`src/rtl/conv_loader_pkg.sv`:
```
// Shared types and default widths for the conv_layer BRAM loader.
package conv_loader_pkg;

    localparam int unsigned DEF_DWIDTH       = 16;
    localparam int unsigned DEF_MAT_MUL_SIZE = 4;
    localparam int unsigned DEF_AWIDTH       = 10;
    localparam int unsigned DEF_SEL_WIDTH    = 8;

    localparam int unsigned WORD_W = DEF_MAT_MUL_SIZE * DEF_DWIDTH;
    localparam int unsigned LEN_W  = DEF_AWIDTH + 1;

    typedef enum logic [2:0] {
        IDLE,
        LOAD,
        START,
        WAIT,
        FIN
    } state_t;

endpackage

```
`src/rtl/conv_loader_addr_gen.sv`:
```
// Beat counter and modulo-2**AWIDTH write address for one load burst.
module conv_loader_addr_gen #(
    parameter int unsigned AWIDTH = 10
) (
    input  logic              clk,
    input  logic              rst_n,
    input  logic              load,
    input  logic [AWIDTH-1:0] load_base,
    input  logic [AWIDTH:0]   load_len,
    input  logic              beat,
    output logic [AWIDTH-1:0] addr_c,
    output logic              last_c
);

    localparam int unsigned W_LEN = AWIDTH + 1;

    logic [AWIDTH-1:0] base_q;
    logic [W_LEN-1:0]  len_q;
    logic [W_LEN-1:0]  count_q;

    always_ff @(posedge clk or negedge rst_n) begin
        if (!rst_n) begin
            base_q  <= '0;
            len_q   <= '0;
            count_q <= '0;
        end else if (load) begin
            base_q  <= load_base;
            len_q   <= load_len;
            count_q <= '0;
        end else if (beat) begin
            count_q <= count_q + W_LEN'(1);
        end
    end

    // Address wraps naturally through the AWIDTH-bit adder.
    assign addr_c = base_q + count_q[AWIDTH-1:0];
    assign last_c = (count_q + W_LEN'(1)) == len_q;

endmodule

```
`src/rtl/conv_bram_loader.sv`:
```
// Streams words into a conv_layer BRAM external port, then optionally starts conv_layer.
module conv_bram_loader
    import conv_loader_pkg::*;
#(
    parameter int unsigned DWIDTH       = DEF_DWIDTH,
    parameter int unsigned MAT_MUL_SIZE = DEF_MAT_MUL_SIZE,
    parameter int unsigned AWIDTH       = DEF_AWIDTH,
    parameter int unsigned SEL_WIDTH    = DEF_SEL_WIDTH
) (
    input  logic                           clk,
    input  logic                           resetn,
    input  logic                           cfg_valid,
    output logic                           cfg_ready,
    input  logic [SEL_WIDTH-1:0]           cfg_bram_sel,
    input  logic [AWIDTH-1:0]              cfg_base_addr,
    input  logic [AWIDTH:0]                cfg_len,
    input  logic [MAT_MUL_SIZE-1:0]        cfg_lane_mask,
    input  logic                           cfg_run,
    input  logic                           s_valid,
    output logic                           s_ready,
    input  logic [MAT_MUL_SIZE*DWIDTH-1:0] s_data,
    output logic [SEL_WIDTH-1:0]           bram_select,
    output logic [AWIDTH-1:0]              bram_addr_ext,
    output logic [MAT_MUL_SIZE*DWIDTH-1:0] bram_wdata_ext,
    output logic [MAT_MUL_SIZE-1:0]        bram_we_ext,
    output logic                           conv_start,
    input  logic                           conv_done,
    output logic                           busy,
    output logic                           done
);

    state_t                  state, state_next;
    logic                    run_q;
    logic [MAT_MUL_SIZE-1:0] mask_q;

    logic                    accept_c, beat_c, last_c;
    logic [AWIDTH-1:0]       addr_c;

    logic                    cfg_ready_d, s_ready_d, busy_d, conv_start_d, done_d;
    logic [MAT_MUL_SIZE-1:0] we_d;

    conv_loader_addr_gen #(
        .AWIDTH (AWIDTH)
    ) u_addr_gen (
        .clk       (clk),
        .rst_n     (resetn),
        .load      (accept_c),
        .load_base (cfg_base_addr),
        .load_len  (cfg_len),
        .beat      (beat_c),
        .addr_c    (addr_c),
        .last_c    (last_c)
    );

    // Next state plus next values of every registered output.
    always_comb begin
        state_next   = state;
        cfg_ready_d  = 1'b0;
        conv_start_d = 1'b0;
        done_d       = 1'b0;
        we_d         = '0;
        accept_c     = cfg_valid && cfg_ready;
        beat_c       = s_valid && s_ready;

        case (state)
            IDLE: begin
                cfg_ready_d = !accept_c;
                if (accept_c) begin
                    if (cfg_len != '0) begin
                        state_next = LOAD;
                    end else if (cfg_run) begin
                        state_next = START;
                    end else begin
                        state_next = FIN;
                    end
                end
            end
            LOAD: begin
                if (beat_c) begin
                    we_d = mask_q;
                    if (last_c) begin
                        state_next = run_q ? START : FIN;
                    end
                end
            end
            START: begin
                conv_start_d = 1'b1;
                state_next   = WAIT;
            end
            WAIT: begin
                // A done level seen while our start pulse is still out is stale.
                if (conv_done && !conv_start) begin
                    state_next = FIN;
                end
            end
            FIN: begin
                done_d     = 1'b1;
                state_next = IDLE;
            end
            default: begin
                state_next = IDLE;
            end
        endcase

        s_ready_d = (state_next == LOAD);
        busy_d    = (state_next != IDLE);
    end

    always_ff @(posedge clk or negedge resetn) begin
        if (!resetn) begin
            state          <= IDLE;
            cfg_ready      <= 1'b0;
            s_ready        <= 1'b0;
            busy           <= 1'b0;
            conv_start     <= 1'b0;
            done           <= 1'b0;
            bram_we_ext    <= '0;
            bram_addr_ext  <= '0;
            bram_wdata_ext <= '0;
            bram_select    <= '0;
            mask_q         <= '0;
            run_q          <= 1'b0;
        end else begin
            state       <= state_next;
            cfg_ready   <= cfg_ready_d;
            s_ready     <= s_ready_d;
            busy        <= busy_d;
            conv_start  <= conv_start_d;
            done        <= done_d;
            bram_we_ext <= we_d;
            if (beat_c) begin
                bram_addr_ext  <= addr_c;
                bram_wdata_ext <= s_data;
            end
            if (accept_c) begin
                bram_select <= cfg_bram_sel;
                mask_q      <= cfg_lane_mask;
                run_q       <= cfg_run;
            end
        end
    end

endmodule

```
`config.mk`:
```
export PLATFORM = sky130hd
export DESIGN_NAME = conv_bram_loader
export DESIGN_NICKNAME = d
export VERILOG_FILES = /design/src/rtl/conv_loader_pkg.sv /design/src/rtl/conv_loader_addr_gen.sv /design/src/rtl/conv_bram_loader.sv
export SDC_FILE = /design/constraint.sdc
export NUM_CORES = 1
export LEC_CHECK = 0
export CAP_MARGIN = 30
export CORE_ASPECT_RATIO = 0.5
export CORE_MARGIN = 1.5
export CORE_UTILIZATION = 45
export DETAILED_ROUTE_END_ITERATION = 12
export PLACE_DENSITY_LB_ADDON = 0.2
export SYNTH_ARGS = -nofsm -noshare
export SYNTH_HDL_FRONTEND = slang
export SYNTH_SLANG_ARGS = --single-unit
```
`constraint.sdc`:
```
create_clock -name clk -period 2.9 [get_ports clk]
set_input_delay 0.87 -clock clk [delete_from_list [all_inputs] [get_ports clk]]
set_output_delay 0.87 -clock clk [all_outputs]
set_load 0.05 [all_outputs]
```
======== Yosys cells after proc, flatten, opt, wreduce, memory -nomap -nowiden ========
Index checks and enable logic that the tools add are counted.
storage, ports and cells
  RAM bits ................................ 0
  memories ................................ 0
  bits in read-only memories .............. 0
  bits of input ports ..................... 103
  flip-flop bits (word level) ............. 131
  bits in latches ......................... 0
operators by class
  reductions and logical operators ........ 9
  $mul .................................... 0
  $add $sub $neg .......................... 2
  bitwise operators ....................... 0
  divide/modulo/power cells ............... 0
  equal/unequal tests ..................... 6
  order comparisons ....................... 0
  shifts and indexed selects .............. 0
  mux-type cells .......................... 15
operators with widths
  cell                                           number
  2-to-1 mux 11 bit                              2
  2-to-1 mux 3 bit                               7
  one-hot mux 3 bit (4 select lines)             1
  adder 11 x 1 -> 11 bit, second input constant  1
  == test 11 bit                                 1
  nonzero test 11 bit                            1
  adder 10 bit                                   1
  2-to-1 mux 4 bit                               2
  == test 3 x 1 -> 1 bit, second input constant  2
  == test 3 x 2 -> 1 bit, second input constant  2
  == test 3 bit, second input constant           1
  logical AND 1 bit                              3
  logical NOT 3 bit                              1
  2-to-1 mux 1 bit                               3
  nonzero test 3 bit                             1
  logical NOT 1 bit                              2
  nonzero test 2 bit                             1

======== Logic depth before layout (Yosys ltp) ========
  word-level depth ........................ 6
  gate-level depth with buffers ........... 9
  gate-level depth less buffers ........... 9

======== Modules after synthesis ========
A second synthesis with hierarchy kept.
unflattened totals
  cell total of the unflattened synthesis .. 427
  area total of the unflattened synthesis .. 5715.5 um^2
modules (own cells, without submodules)
  module                instances  area each (um^2)  cells an instance  sequential area each (um^2)
  conv_bram_loader      1          3696.0            227                2477.4
  conv_loader_addr_gen  1          2019.4            200                800.8

======== Worst setup path before layout ========
Ideal clock, no wire load.
  kind .................................... register to register
  start point ............................. reg u_addr_gen.count_q[0]
  end point ............................... reg state[0]
  data arrival time ....................... 1992 ps
  path slack .............................. 773 ps
  path buffers ............................ 0
  period minus slack after synthesis ...... 2127 ps
  stages on the path, launching flop included .. 8
  path through ............................ dfrtp_1 > ha_1 > nand4_1 > or4_1 > and3_1 > o31a_1 > a2111oi_4 > o211ai_1
on the way
  longest elaborated chain between the ends .. 5
RTL lines
  what                                line                        RTL
  from (decl)                         conv_loader_addr_gen.sv:19  logic [W_LEN-1:0] count_q;
  from (signal assigned)              conv_loader_addr_gen.sv:31  count_q <= count_q + W_LEN'(1);
  adder 11 x 1 -> 11 bit              conv_loader_addr_gen.sv:37  assign last_c = (count_q + W_LEN'(1)) == len_q;
  == test 11 bit                      conv_loader_addr_gen.sv:37
  2-to-1 mux 3 bit                    conv_bram_loader.sv:81      if (last_c) begin
  2-to-1 mux 3 bit                    conv_bram_loader.sv:79      if (beat_c) begin
  one-hot mux 3 bit (4 select lines)  conv_bram_loader.sv:65      case (state)
  named net state_next[0]             conv_bram_loader.sv:32      state_t state, state_next;
  to (signal assigned)                conv_bram_loader.sv:124     state <= state_next;
  to (decl)                           conv_bram_loader.sv:32
The timed path passes the listed nets, and every way through them passes these cells.
A chain may end at the register's enable or synchronous reset.

======== Worst setup path after layout ========
  start point ............................. reg s_ready
  end point ............................... out s_ready
RTL lines
  what                    line                     RTL
  from (decl)             conv_bram_loader.sv:20   output logic s_ready,
  from (signal assigned)  conv_bram_loader.sv:126  s_ready <= s_ready_d;
No word-level cell between the ends.

==> key figures <==
Timing
  – Final worst clock skew: 8.50 ps
  – Max Clk Rate: 0.379 GHz
  – Final Hold Fails: 0
  – Period Utilization, post-route: around nine tenths
  – Worst relative slew slack: approximately 60%
  – Unrepaired setup endpoints after global routing: false
  – Final slew viol count: 0
  – Worst Max-Slew Pin Slew: about 600 ps
  – Final-layout worst hold slack: about 450 ps
  – Number of setup violations in the final report: 0
  – Setup TNS after final layout: 0 ps
  – Clock period minus final worst setup slack: ~2600 ps

Synthesis
  – Sequential share of the synthesized area: around 58%
  – Synthesized area divided by synthesized cell count: between 10 and 15 sq um
  – Flip-flop and latch count after synthesis: about 130
  – Total standard cell area after synthesis: around 5700 sq um
  – Net Count, Synth: 614
  – Synth cell types: 46
  – Cell type with the largest total area after synthesis: sky130_fd_sc_hd__dfrtp_1
  – Dominant cell by count in the synthesized netlist: sky130_fd_sc_hd__dfrtp_1
  – Fraction of post-synthesis cell area in the top cell type by area: 57.7%
  – Number of flops mapped to enable cells by yosys: 0
  – Number of instances in the synthesized netlist: 500
  – Async set or reset register ratio after synthesis: between 90% and 100%
  – Most instantiated cells after synthesis: sky130_fd_sc_hd__dfrtp_1 (131), sky130_fd_sc_hd__nand2_1 (112), sky130_fd_sc_hd__mux2_2 (65), sky130_fd_sc_hd__nor2_1 (20)
  – Ys Warns: 0
  – Biggest area contributors in the synthesized netlist: sky130_fd_sc_hd__dfrtp_1 (58%), sky130_fd_sc_hd__mux2_2 (13%), sky130_fd_sc_hd__nand2_1 (7.4%)
  – Most frequently used flop master after synthesis: sky130_fd_sc_hd__dfrtp_1

Global routing
  – Number of global-route vias before repair: 4,446
  – Maximum number of pins on one net before global-route repair: 82
  – Initial antenna violation count: 0
  – Global-route wire length before repair: roughly 22,000 um
  – Gr usage total: 21.7%
  – Overflow after GRT: 0

Routing
  – Starting DRT DRC Count: around 240
  – DRC violations left: 0
  – Total number of vias: 4,297
  – First drt pass iteration count: 4
  – Wire length per cell after detailed routing: roughly 16 um
  – Routed wire length: ~14,000 um
  – Via/cell ratio: around 4.9
  – Number of nets still failing antenna checks after routing: 0

Placed design
  – Buffers added on ports: about 190
  – Post-detail-place hpwl: 9860 um
  – Area of placed instances: ~7800 sq um
  – GPL Wtd Cong: 0.804

Pwr
  – Static leakage power: 3.66 nW
  – Relative contribution of sequential cells to total power: approximately 31%
  – Combinational cell fraction of total power: a little under half
  – Cell Pwr Density: approximately 1200 nW/um^2
  – Switching power as a share of total power: roughly two fifths
  – Int Power: 5.67 mW
  – Sw power: 4.10 mW
  – Proportion of power drawn by the clock network: 23.0%
  – Maximum VDD drop: 0.000720 V

Clock tree
  – Register clock-pin slew on the reported worst setup and hold paths: roughly 60 ps
  – Depth of the CTS H-tree: 4
  – Count of buffers added by post-CTS timing repair for setup: 0
  – Buffer cell driving the clock tree root: sky130_fd_sc_hd__clkbuf_16
  – Clock latency on the worst-skew pair: roughly 410 ps
  – Hold buffers post-CTS: 0
  – Maximum count of clock buffers along a single path: 2
  – TritonCTS clock tree: built
  – Cts repair resizes: 0
  – Number of sinks driven by the clock tree: ~130
  – Cts bufs inserted: 17

Critical path
  – Maximum single-stage delay on the critical path: 860 ps
  – Crit end category: output pin
  – Cell chain of the critical path: clkdlybuf4s50_1
  – Critical Path Start Type: flop
  – Start of the worst register-to-register path: u_addr_gen.count_q[0]$_DFFE_PN0P_
  – Critical Path Slowest Stage Cell: sky130_fd_sc_hd__clkdlybuf4s50_1
  – Arrival time worst endpoint: 1770 ps
  – Reg-to-reg setup timing slack: 470 ps
  – Top delay family on crit path: buffers and inverters
  – Critical-path maximum fanout: 5
  – Count of buffering cells on the critical path with inverters included: 1
  – Type of the worst setup path: reg2out
  – Path depth of the worst reg2reg path: 7
  – Data required time at the worst endpoint: roughly 2000 ps
  – Worst reg2reg path endpoint: state[2]$_DFF_PN0_

Die
  – Number of cell rows: 28
  – # IOs: a little under 200
  – Die H: between 80 and 90 um
  – DIE AREA: about 13,000 sq um
  – Placeable core region: 12,100 sq um
  – Die Width: 162 um
  – Starting density of the core: 47.2%

Cells and area
  – Sequential standard cell area: 3280 sq um
  – Total Nets Final: ~800
  – Area taken by multi-input logic gates: 2300 sq um
  – Count of filler cells inserted in the layout: approximately 920
  – Final instance area: between 8000 and 9000 sq um
  – Layout area overhead: 48.8%
  – Share of layout cells above drive strength 1: roughly 16%
  – Final core utilization: between 70% and 80%
  – Count of inserted antenna diode cells: 0

Worst hold path
  – Worst hold path class: in2async

Outcome
  – Status: complete, no violations

Run
  – Number of max-cap violations: 0
power groups by stage:
stage / combinational (mW) / sequential [mW] / clock, mW
2_1_floorplan: 1.30 / 4.66 / 0
3_3_place_gp: 4.52 / 2.96 / 0
3_5_place_dp: 4.57 / 3.00 / 0
4_1_cts: 4.59 / 2.99 / 2.29
5_1_grt: 4.84 / 3.07 / 2.39
6_report: 4.54 / 2.98 / 2.25
layout make-up:
type                    count  share of cell area (%)
clock buffers              18                    5.19
multi-input cells         341                    27.2
inverters                   6                   0.266
clock inverters            12                    2.18
well taps                 165                    2.44
flip-flops and latches    131                    38.8
repair buffers            200                    23.9
through the flow:
| stage | cells | total power [mW] | setup slack [ps] |
|---|---|---|---|
| floorplan | 500 | 5.96 | 773 |
| global placement | 843 | 7.48 | 314 |
| detailed placement | 843 | 7.56 | 213 |
| CTS | 873 | 9.87 | 236 |
| global route | 873 | 10.3 | 207 |
| finish | 873 | 9.77 | 261 |
registers in the layout, indices dropped and copies added (netlist names), 3 cells and up:
signal	flops
mask_q	4
u_addr_gen.base_q	10
state	3
bram_we_ext	4
bram_addr_ext	10
bram_select	8
bram_wdata_ext	64
u_addr_gen.count_q	11
u_addr_gen.len_q	11
placed cells by master (no fill, tap or decap), types with 12 or more instances in the layout:
cell type | Yosys | routed
sky130_fd_sc_hd__xnor2_1 | 12 | 12
sky130_fd_sc_hd__xor2_1 | 14 | 14
sky130_fd_sc_hd__nand3_1 | 13 | 13
sky130_fd_sc_hd__dfrtp_1 | 131 | 131
sky130_fd_sc_hd__mux2_2 | 65 | 65
sky130_fd_sc_hd__clkbuf_16 | 0 | 17
sky130_fd_sc_hd__o21ai_0 | 17 | 17
sky130_fd_sc_hd__nor2_1 | 20 | 20
sky130_fd_sc_hd__nand2_1 | 112 | 111
sky130_fd_sc_hd__clkdlybuf4s50_1 | 0 | 192
routing by layer:
metal  track usage (%)  share of wire (%)  up-vias
met1              26.4                 43     2076
met3              8.64                7.8        5
met5                 0                  0        -
met4              6.88               0.39        0
li1                  -                  -     2101
met2              36.1                 49      115
worst max path at each step:
| stage | slack [ps] | from | endpoint | depth (start not counted) |
|---|---|---|---|---|
| finish | 260 | s_ready$_DFF_PN0_ | s_ready | 1 |
| global route | 210 | s_ready$_DFF_PN0_ | s_ready | 1 |
| CTS | 240 | s_ready$_DFF_PN0_ | s_ready | 1 |
| detailed placement | 210 | s_valid | s_ready$_DFF_PN0_ | 6 |
| global placement | 310 | s_valid | state[0]$_DFF_PN0_ | 6 |
| floorplan | 770 | u_addr_gen.count_q[0]$_DFFE_PN0P_ | state[0]$_DFF_PN0_ | 7 |
cell families (layout without fill, tap and decap cells):
kind of cell	Yosys count	after routing	synth area share [%]
and+or+nand+nor	188	188	14.9
xor gates and xnor gates	26	26	4.01
buffers and inverters	28	236	1.96
AOI/OAI and AO/OA	50	50	5.88
muxes	66	66	13.1
adders and majority gates	11	11	2.55
DFF	131	131	57.7
No activity file was read; power rests on OpenSTA's default activity.
